===== src/rtl/hazard_ctrl_if.sv =====
// rtl/hazard_ctrl_if.sv - decode, writeback and scoreboard signal bundle for hazard_ctrl (HAZARD_STATS_EN adds stall counters)
interface hazard_ctrl_if;
   logic        D_valid;
   logic [4:0]  D_ra;
   logic [4:0]  D_rb;
   logic [4:0]  D_rd;
   logic        D_we;
   logic        D_ld;
   logic        D_mul;
   logic        flush;
   logic        ld_wb_valid;
   logic [4:0]  ld_wb_rd;
   logic        stall;
   logic        issue;
   logic        mul_start;
   logic        mul_wb;
   logic [4:0]  mul_rd;
   logic [31:0] pend_vec;
`ifdef HAZARD_STATS_EN
   logic [15:0] raw_stall_cnt;
   logic [15:0] waw_stall_cnt;
   logic [15:0] mul_stall_cnt;

   modport master (
      output D_valid, D_ra, D_rb, D_rd, D_we, D_ld, D_mul, flush, ld_wb_valid, ld_wb_rd,
      input  stall, issue, mul_start, mul_wb, mul_rd, pend_vec,
      input  raw_stall_cnt, waw_stall_cnt, mul_stall_cnt
   );
   modport slave (
      input  D_valid, D_ra, D_rb, D_rd, D_we, D_ld, D_mul, flush, ld_wb_valid, ld_wb_rd,
      output stall, issue, mul_start, mul_wb, mul_rd, pend_vec,
      output raw_stall_cnt, waw_stall_cnt, mul_stall_cnt
   );
`else
   modport master (
      output D_valid, D_ra, D_rb, D_rd, D_we, D_ld, D_mul, flush, ld_wb_valid, ld_wb_rd,
      input  stall, issue, mul_start, mul_wb, mul_rd, pend_vec
   );
   modport slave (
      input  D_valid, D_ra, D_rb, D_rd, D_we, D_ld, D_mul, flush, ld_wb_valid, ld_wb_rd,
      output stall, issue, mul_start, mul_wb, mul_rd, pend_vec
   );
`endif
endinterface


===== src/rtl/hazard_ctrl.sv =====
// rtl/hazard_ctrl.sv - issue controller: long-latency scoreboard, hazard stall, multiplier sequencer (HAZARD_STATS_EN adds stall counters)
module hazard_ctrl #(
   parameter int XLEN    = 32,
   parameter int NREG    = 32,
   parameter int MUL_LAT = 4
) (
   input  logic         clk,
   input  logic         rst_n,
   hazard_ctrl_if.slave bus
);

   if (XLEN < 1 || NREG != 32 || MUL_LAT < 2 || MUL_LAT > 15) begin : g_param_check
      $error("hazard_ctrl: illegal parameter value");
   end

   localparam logic [3:0] LAT = 4'(MUL_LAT);

   typedef enum logic {IDLE, BUSY} state_t;

   state_t          state, state_nx;
   logic [3:0]      cnt, cnt_nx;
   logic [4:0]      mul_rd_q, mul_rd_nx;
   logic [NREG-1:0] pend_q, pend_eff, pend_nx;
   logic            mul_wb;
   logic            mul_busy;
   logic            raw_hz, waw_hz, str_hz, hazard;
   logic            issue, stall, mul_start;

   assign mul_wb   = (state == BUSY) && (cnt == 4'd1);
   assign mul_busy = (state == BUSY) && !mul_wb;

   // Scoreboard as seen this cycle: writebacks landing now no longer block consumers
   always_comb begin
      pend_eff = pend_q;
      if (bus.ld_wb_valid) pend_eff[bus.ld_wb_rd] = 1'b0;
      if (mul_wb)          pend_eff[mul_rd_q]     = 1'b0;
   end

   assign raw_hz    = pend_eff[bus.D_ra] | pend_eff[bus.D_rb];
   assign waw_hz    = bus.D_we & pend_eff[bus.D_rd];
   assign str_hz    = bus.D_mul & mul_busy;
   assign hazard    = raw_hz | waw_hz | str_hz;
   assign stall     = bus.D_valid & hazard & ~bus.flush;
   assign issue     = bus.D_valid & ~hazard & ~bus.flush;
   assign mul_start = issue & bus.D_mul;

   // Next scoreboard: clear landing writebacks, then mark the new long-latency destination
   always_comb begin
      pend_nx = pend_eff;
      if (issue && bus.D_we && (bus.D_ld || bus.D_mul) && (bus.D_rd != 5'd0))
         pend_nx[bus.D_rd] = 1'b1;
      pend_nx[0] = 1'b0;
   end

   // Scoreboard register
   always_ff @(posedge clk or negedge rst_n) begin
      if (!rst_n) pend_q <= '0;
      else        pend_q <= pend_nx;
   end

   // Multiplier sequencer next state: count down from issue, allow back-to-back reload on writeback
   always_comb begin
      state_nx  = state;
      cnt_nx    = cnt;
      mul_rd_nx = mul_rd_q;
      case (state)
         IDLE: begin
            if (mul_start) begin
               state_nx  = BUSY;
               cnt_nx    = LAT;
               mul_rd_nx = bus.D_rd;
            end
         end
         BUSY: begin
            if (mul_wb) begin
               if (mul_start) begin
                  cnt_nx    = LAT;
                  mul_rd_nx = bus.D_rd;
               end else begin
                  state_nx = IDLE;
                  cnt_nx   = 4'd0;
               end
            end else begin
               cnt_nx = cnt - 4'd1;
            end
         end
         default: begin
            state_nx = IDLE;
            cnt_nx   = 4'd0;
         end
      endcase
   end

   // Multiplier sequencer state register
   always_ff @(posedge clk or negedge rst_n) begin
      if (!rst_n) begin
         state    <= IDLE;
         cnt      <= 4'd0;
         mul_rd_q <= 5'd0;
      end else begin
         state    <= state_nx;
         cnt      <= cnt_nx;
         mul_rd_q <= mul_rd_nx;
      end
   end

   assign bus.stall     = stall;
   assign bus.issue     = issue;
   assign bus.mul_start = mul_start;
   assign bus.mul_wb    = mul_wb;
   assign bus.mul_rd    = mul_rd_q;
   assign bus.pend_vec  = pend_q;

`ifdef HAZARD_STATS_EN
   logic [15:0] raw_cnt, waw_cnt, mul_cnt;

   // Stall cause counters, one bucket per stall cycle, RAW before WAW before structural
   always_ff @(posedge clk or negedge rst_n) begin
      if (!rst_n) begin
         raw_cnt <= 16'd0;
         waw_cnt <= 16'd0;
         mul_cnt <= 16'd0;
      end else if (stall) begin
         if (raw_hz) begin
            if (raw_cnt != 16'hFFFF) raw_cnt <= raw_cnt + 16'd1;
         end else if (waw_hz) begin
            if (waw_cnt != 16'hFFFF) waw_cnt <= waw_cnt + 16'd1;
         end else begin
            if (mul_cnt != 16'hFFFF) mul_cnt <= mul_cnt + 16'd1;
         end
      end
   end

   assign bus.raw_stall_cnt = raw_cnt;
   assign bus.waw_stall_cnt = waw_cnt;
   assign bus.mul_stall_cnt = mul_cnt;
`endif

endmodule


===== src/flat_wrapper.sv =====
// flat-port wrapper written by rule: the top's interface ports become plain ports
module hazard_ctrl_flat 
#(
   parameter int XLEN    = 32,
   parameter int NREG    = 32,
   parameter int MUL_LAT = 4
)
  (clk, rst_n, bus_D_valid, bus_D_ra, bus_D_rb, bus_D_rd, bus_D_we, bus_D_ld, bus_D_mul, bus_flush, bus_ld_wb_valid, bus_ld_wb_rd, bus_stall, bus_issue, bus_mul_start, bus_mul_wb, bus_mul_rd, bus_pend_vec);
  hazard_ctrl_if bus_i ();
  input  logic clk;
  input  logic rst_n;
  input wire logic [$bits(bus_i.D_valid)-1:0] bus_D_valid;
  input wire logic [$bits(bus_i.D_ra)-1:0] bus_D_ra;
  input wire logic [$bits(bus_i.D_rb)-1:0] bus_D_rb;
  input wire logic [$bits(bus_i.D_rd)-1:0] bus_D_rd;
  input wire logic [$bits(bus_i.D_we)-1:0] bus_D_we;
  input wire logic [$bits(bus_i.D_ld)-1:0] bus_D_ld;
  input wire logic [$bits(bus_i.D_mul)-1:0] bus_D_mul;
  input wire logic [$bits(bus_i.flush)-1:0] bus_flush;
  input wire logic [$bits(bus_i.ld_wb_valid)-1:0] bus_ld_wb_valid;
  input wire logic [$bits(bus_i.ld_wb_rd)-1:0] bus_ld_wb_rd;
  output wire logic [$bits(bus_i.stall)-1:0] bus_stall;
  output wire logic [$bits(bus_i.issue)-1:0] bus_issue;
  output wire logic [$bits(bus_i.mul_start)-1:0] bus_mul_start;
  output wire logic [$bits(bus_i.mul_wb)-1:0] bus_mul_wb;
  output wire logic [$bits(bus_i.mul_rd)-1:0] bus_mul_rd;
  output wire logic [$bits(bus_i.pend_vec)-1:0] bus_pend_vec;
  assign bus_i.D_valid = bus_D_valid;
  assign bus_i.D_ra = bus_D_ra;
  assign bus_i.D_rb = bus_D_rb;
  assign bus_i.D_rd = bus_D_rd;
  assign bus_i.D_we = bus_D_we;
  assign bus_i.D_ld = bus_D_ld;
  assign bus_i.D_mul = bus_D_mul;
  assign bus_i.flush = bus_flush;
  assign bus_i.ld_wb_valid = bus_ld_wb_valid;
  assign bus_i.ld_wb_rd = bus_ld_wb_rd;
  assign bus_stall = bus_i.stall;
  assign bus_issue = bus_i.issue;
  assign bus_mul_start = bus_i.mul_start;
  assign bus_mul_wb = bus_i.mul_wb;
  assign bus_mul_rd = bus_i.mul_rd;
  assign bus_pend_vec = bus_i.pend_vec;
  hazard_ctrl #(.XLEN(XLEN), .NREG(NREG), .MUL_LAT(MUL_LAT)) u_core (.clk(clk), .rst_n(rst_n), .bus(bus_i));
endmodule

===== config.mk =====
export PLATFORM = sky130hd
export DESIGN_NAME = hazard_ctrl_flat
export DESIGN_NICKNAME = d
export VERILOG_FILES = /design/src/rtl/hazard_ctrl_if.sv /design/src/rtl/hazard_ctrl.sv /design/src/flat_wrapper.sv
export SDC_FILE = /design/constraint.sdc
export NUM_CORES = 1
export LEC_CHECK = 0
export CAP_MARGIN = 20
export CORE_UTILIZATION = 53
export CTS_CLUSTER_DIAMETER = 150
export DETAILED_ROUTE_END_ITERATION = 10
export MAX_ROUTING_LAYER = met4
export PLACE_DENSITY_LB_ADDON = 0.05
export SLEW_MARGIN = 20
export SYNTH_ARGS = -nofsm -noshare
export SYNTH_HDL_FRONTEND = slang
export SYNTH_SLANG_ARGS = --single-unit

===== constraint.sdc =====
create_clock -name clk -period 4.2 [get_ports clk]
set_input_delay 0.42 -clock clk [delete_from_list [all_inputs] [get_ports clk]]
set_output_delay 0.42 -clock clk [all_outputs]
set_load 0.01 [all_outputs]

==> impl_metrics.toml, run 1 <==
[status]
status = "completed"

[yosys]
ys_seq_elements = 41
synth.avg_cell_area_um2 = 8.82
ys_warn_count = 0
syn_nets = 446
ys.flop_type = "dfrtp_1"
netlist_area_um2 = 3670
synthArstFlopShare_pct = 100
synth_cell_types = 74
yosysSeqAreaShare_pct = 28.0
syn_inst = 416
synth_edf_count = 0

[setup_path]
path_common_cell = "clkdlybuf4s50_1"
worst_ep_required_time_ns = 3.78
cp.arrival_ns = 3.73
end_kind = "primary output"
crit_fanout = 6
setup.worst_path.start_class = "primary input"
critical_path.top_delay_family = "buffers and inverters"
worst-path-buf-inv = 3
criticalPathCategory = "in2out"
crit_slowest_cell = "clkdlybuf4s50_1"
path_cells = "clkdlybuf4s50_1, or2_0, buf_4, o21ai_0, or2_2, nor3_1, a211o_1, a311oi_2, o2111ai_2, or2_1, nor2b_1, clkdlybuf4s50_1"
worst_path_largest_cell_delay_ns = 0.55

[sta]
fmax_ghz = 0.241
max_slew_margin_pct = 33.4
period_needed_ns = 4.15
fin_crit_sh_pct = 98.8
hold_viol_final = 0
finClkSkew_ns = 0.00741
slew_viol_final = 0
tightest_slew_ns = 0.999
setup_viol = 0

[die]
die_y_um = 85.2
die_area_um2 = 7260
design.core.area_um2 = 6530
start_util_pct = 56.1
die_w_um = 85.2
ios = 69
rows = 29

[final_layout]
design_area_um2 = 4860
antenna_cells = 0
final_core_util_pct = 74.4
n_fill_cell = 495
drive_gt1_share_pct = 26.5
stdcell_count = 579
final_common_cell = "clkdlybuf4s50_1"
final_nets = 532
syn_to_final_growth_pct = 32.5
layout_common_cells = "clkdlybuf4s50_1, dfrtp_1, buf_4"

[drt]
avgViaCountPerCell = 7.39
drcViolationCount = 0
drt_wl_total_um = 14900
antenna_left = 0
dr.pass1.iters = 8
wl_per_cell_um = 25.8
vias = 4281
drt_iter0_markers = 663

[power]
netSwitchingPower_mw = 0.678
p_int_mw = 0.891
power_mw = 1.57
ir_worst_vdd_mv = 0.212
power_leakage_nw = 1.97
clkPwrFrac_pct = 17.7
swShare_pct = 43.2
power_frac_seq_pct = 36.4
power.density_nw_per_um2 = 323
power_frac_comb_pct = 45.8

[place]
placed_cells = 570
hpwl_um = 11100
placed_cell_area_um2 = 4570
gp_congestion = 1.06
numPortBuffers = 67

[clock_network]
clkTransAtPathRegs_ns = 0.08
cts_made_buffers = 5
ctsHoldBuffers = 0
htreeDepth = 2
tritoncts = "built"
insertion_delay_ns = 0.30
clkSinkCount = 41
root_buffer = "clkbuf_8"
cts_buffer_depth = 2

[flow_run]
cap_violations = 0

[grt]
grt_usage_pct = 42.4
grt_pass1_vias = 4172
gr-total-overflow = 0
antenna_found_initial = 0
grt_max_degree = 42
grt_pass1_wl_um = 22700

[hold_path]
hold_path_class = "in2async"
-- sequential cells by signal (all words and copies together) (netlist names) --
name and flops:
u_core.bus.pend_vec 31, u_core.bus.mul_rd 5, u_core.cnt 4, u_core.state 1
-- area by class of cell --
| cell class | instances | area, um^2 | share of cell area (%) |
|---|---|---|---|
| clock buffers | 6 | 82.6 | 1.70 |
| clock inverters | 1 | 7.51 | 0.154 |
| inverters | 25 | 98.8 | 2.03 |
| multi-input cells | 321 | 2550 | 52.5 |
| flip-flops and latches | 41 | 1030 | 21.1 |
| well taps | 77 | 96.3 | 1.98 |
| repair buffers | 108 | 996 | 20.5 |
-- repair_timing --
| action | 4_1_cts | 5_1_grt |
|---|---|---|
| gates resized for setup | 4 | 44 |
| endpoints found under the setup margin | 1 | 3 |
| buffers inserted | 0 | 2 |
-- synth_stat cells, drive strengths merged, types with 5 or more instances --
| cell | number | area [um^2] |
|---|---|---|
| nor2b | 5 | 31.3 |
| inv | 24 | 90.1 |
| nand2 | 20 | 75.1 |
| nor4 | 5 | 31.3 |
| dfrtp | 41 | 1030 |
| or2 | 16 | 100 |
| a21oi | 14 | 70.1 |
| mux2i | 8 | 80.1 |
| a211oi | 5 | 37.5 |
| nand3 | 14 | 70.1 |
| o41ai | 29 | 449 |
| nor3 | 16 | 80.1 |
| clkbuf | 17 | 63.8 |
| o221ai | 8 | 76.3 |
| buf | 12 | 88.8 |
| mux2 | 6 | 67.6 |
| nand2b | 14 | 87.6 |
| nand3b | 7 | 52.6 |
| o21ai | 31 | 163 |
| and3 | 11 | 68.8 |
| nor2 | 30 | 115 |
-- metal layers --
metal / share of wire (%) / vias to the layer above / track usage [%]
li1: - / 1783 / -
met1: 36 / 1995 / 51.6
met2: 46 / 408 / 65.1
met3: 12 / 95 / 8.75
met4: 6.1 / 0 / 24.5
met5: 0 / - / -
-- through the flow --
stage,TNS (ns),setup WS (ns),hold slack (ns)
after CTS,0,0.00336,0.298
final,0,0.0506,0.287
after global routing,-0.306,-0.138,0.341
after global placement,0,0.121,0.521
after floorplan,0,0.968,0.124
after detailed placement,0,0.0251,0.533
-- final timing paths --
kind                                 start                      end  slack [ns]  cells after the start
max                        bus_ld_wb_rd[0]                bus_issue        0.05                     12
max in group asynchronous            rst_n   u_core.bus.pend_vec[1]        3.29                      1
min                                  rst_n            u_core.cnt[2]        0.29                      1
min reg2reg                  u_core.cnt[1]            u_core.cnt[1]        0.57                      2
max reg2reg                  u_core.cnt[1]  u_core.bus.pend_vec[25]        0.41                     14
min in group clk             u_core.cnt[1]            u_core.cnt[1]        0.57                      2
-- cell families after synthesis --
| logic type | after synthesis | share of synthesized area, % |
|---|---|---|
| xor+xnor | 1 | 0.239 |
| compound gates | 135 | 32.6 |
| fa+ha+maj | 2 | 0.682 |
| simple gates | 165 | 25.8 |
| other cells | 1 | 0.102 |
| buf+inv | 54 | 6.72 |
| mux | 17 | 5.87 |
| flops | 41 | 28.0 |
-- power by group through the flow --
stage / sequential, mW / clock [mW] / combinational (mW)
final: 0.572 / 0.278 / 0.719
after global routing: 0.579 / 0.290 / 0.756
after CTS: 0.559 / 0.279 / 0.643
after detailed placement: 0.567 / 0 / 0.635
after global placement: 0.559 / 0 / 0.617
after floorplan: 0.533 / 0 / 0.398
(Power assumes the default switching activity.)
==> run 2: changes to the inputs <==
--- a/config.mk
+++ b/config.mk
@@ -6,11 +6,13 @@
 export NUM_CORES = 1
 export LEC_CHECK = 0
 export CAP_MARGIN = 20
+export CORE_ASPECT_RATIO = 1.4
 export CORE_UTILIZATION = 53
 export CTS_CLUSTER_DIAMETER = 150
 export DETAILED_ROUTE_END_ITERATION = 10
 export MAX_ROUTING_LAYER = met4
 export PLACE_DENSITY_LB_ADDON = 0.05
+export SKIP_LAST_GASP = 1
 export SLEW_MARGIN = 20
 export SYNTH_ARGS = -nofsm -noshare
 export SYNTH_HDL_FRONTEND = slang
==> run 2 against run 1 <==
Net effect:
- routed wire length grew 0.43%
- maximum frequency grew 0.76%
- utilization shrank 2.2 points
- sequential share of layout area grew 0.22 points
- sequential power grew 0.9%
- power grew 0.13%
- design area shrank 1.0%
- critical path depth shrank 2
- cell count grew 1.4%
- largest cell class unchanged
==> impl_metrics.toml, run 2 (synthesis results as in run 1) <==
[die]
die_y_um = 100
rows = 35
ios = 69
die_w_um = 72.3
design.core.area_um2 = 6660
die_area_um2 = 7260
start_util_pct = 55.1

[final_layout]
final_common_cell = "clkdlybuf4s50_1"
final_nets = 524
syn_to_final_growth_pct = 31.2
design_area_um2 = 4810
drive_gt1_share_pct = 24.6
largest_reg_flops = 31
n_fill_cell = 528
antenna_cells = 0
layout_common_cells = "clkdlybuf4s50_1, dfrtp_1, buf_4"

[place]
pre_cts_ws_ns = 0.0305
placed_cell_area_um2 = 4490
hpwl_um = 11300
gp_congestion = 1.04
numPortBuffers = 67

[grt]
grt_pass1_vias = 4078
grt_max_degree = 42
antenna_found_initial = 0
grt_pass1_wl_um = 22700
gr-total-overflow = 0
grt_usage_pct = 43.5

[clock_network]
cts_made_buffers = 5
cts_buffer_depth = 2
clkSinkCount = 41
tritoncts = "built"
clkTransAtPathRegs_ns = 0.10
insertion_delay_ns = 0.31
root_buffer = "clkbuf_8"
htreeDepth = 2

[sta]
hold_viol_final = 0
tightest_slew_ns = 0.985
fin_crit_sh_pct = 98.0
fmax_ghz = 0.243
setup_slack_ns = 0.0820
period_needed_ns = 4.12
max_slew_margin_pct = 34.3
setup_viol = 0
slew_viol_final = 0
finClkSkew_ns = 0.0133
rsz0062_at_grt = "yes"

[power]
netSwitchingPower_mw = 0.688
clkPwrFrac_pct = 18.1
power_frac_seq_pct = 36.7
power.density_nw_per_um2 = 327
power_frac_comb_pct = 45.2
power_leakage_nw = 1.90
swShare_pct = 43.8
p_int_mw = 0.883
ir_worst_vdd_mv = 0.264

[drt]
drt_iter0_markers = 438
vias = 4139
avgViaCountPerCell = 7.05
antenna_left = 0
dr.pass1.iters = 5
drt_wl_total_um = 15000
wl_per_cell_um = 25.6
drcViolationCount = 0

[hold_path]
hold_path_class = "in2async"

[setup_path]
cp.arrival_ns = 3.70
crit_path_start = "u_core.bus.mul_rd[3]"
worst_ep_required_time_ns = 3.78
setup.worst_path.start_class = "flip-flop"
r2r-start = "u_core.bus.mul_rd[3]"
rrSetupSlack_ns = 0.58
criticalPathCategory = "reg2out"
crit_fanout = 11
ff2ff_path_depth = 10
end_kind = "primary output"
reg2reg_to = "u_core.bus.pend_vec[26]"

[flow_run]
cap_violations = 0

[status]
status = "completed"
[run 2: cell count changes in the layout (fill, tap and decap cells not counted), moves of 2 or more]
cell | before | now
o311ai_1 | 2 | 0
nor2_4 | 3 | 1
nor3_1 | 8 | 12
or2_4 | 0 | 2
o221ai_1 | 6 | 4
nor2_2 | 2 | 4
o21ai_1 | 5 | 3
buf_4 | 39 | 31
nor3_2 | 7 | 4
o21ai_0 | 24 | 26
[run 2: through the flow]
| step | cells | hold WS (ns) | setup TNS (ns) | power, mW | utilization [%] |
|---|---|---|---|---|---|
| global route | 587 | 0.333 | -0.121 | 1.63 | 72.3 |
| CTS | 580 | 0.279 | 0 | 1.49 | 69.1 |
| floorplan | 416 | 0.124 | 0 | 0.931 | - |
| detailed placement | 572 | 0.540 | 0 | 1.20 | 67.5 |
| finish | 587 | 0.261 | 0 | 1.57 | 72.3 |
| global placement | 572 | 0.523 | 0 | 1.18 | 67.5 |
[run 2: layer usage]
layer	GRT usage [%]	wire length, um	vias to the layer above
met1	48.4	5240	1951
met5	-	0	-
met4	28.7	1120	0
li1	-	-	1775
met3	5.52	1190	94
met2	72.3	7460	319
[run 2: how the worst max path moves through the flow]
stage | endpoint | slack [ns] | cells after the start
final | bus_issue | 0.08 | 10
after global routing | bus_issue | -0.06 | 13
after CTS | bus_issue | 0.01 | 13
after detailed placement | bus_issue | 0.03 | 11
after global placement | bus_issue | 0.04 | 11
after floorplan | bus_issue | 0.97 | 14
[run 2: power groups by stage]
stage	registers [mW]	logic [mW]	clock network [mW]
floorplan	0.533	0.398	0
global placement	0.562	0.620	0
detailed placement	0.565	0.635	0
CTS	0.559	0.645	0.285
global route	0.580	0.757	0.297
finish	0.577	0.710	0.284
[run 2: area by class of cell]
type	count	area, um^2	share of cell area [%]
flip-flops and latches	41	1030	21.3
repair buffers	99	928	19.3
well taps	92	115	2.39
clock buffers	5	68.8	1.43
multi-input cells	322	2550	53.0
inverters	25	98.8	2.05
clock inverters	3	25.0	0.520
[run 2: repair_timing]
action / 4_1_cts / 5_1_grt
pin swaps: 0 / 4
gates cloned: 0 / 1
endpoints found under the setup margin: 3 / 3
hold buffers: 0 / 0
setup buffers: 0 / 6
endpoints found under the hold margin: 0 / 0
resized for setup: 5 / 33
[run 2: critical path: stages, from the launching register on]
cell             delay, ns
dfrtp_1               0.57
or3b_1                0.50
nor3_1                0.48
nor2_1                0.11
o2bb2ai_1             0.22
nor4_1                0.09
a221oi_1              0.30
o2111ai_1             0.20
or2_1                 0.28
nor2b_1               0.11
clkdlybuf4s50_1       0.54
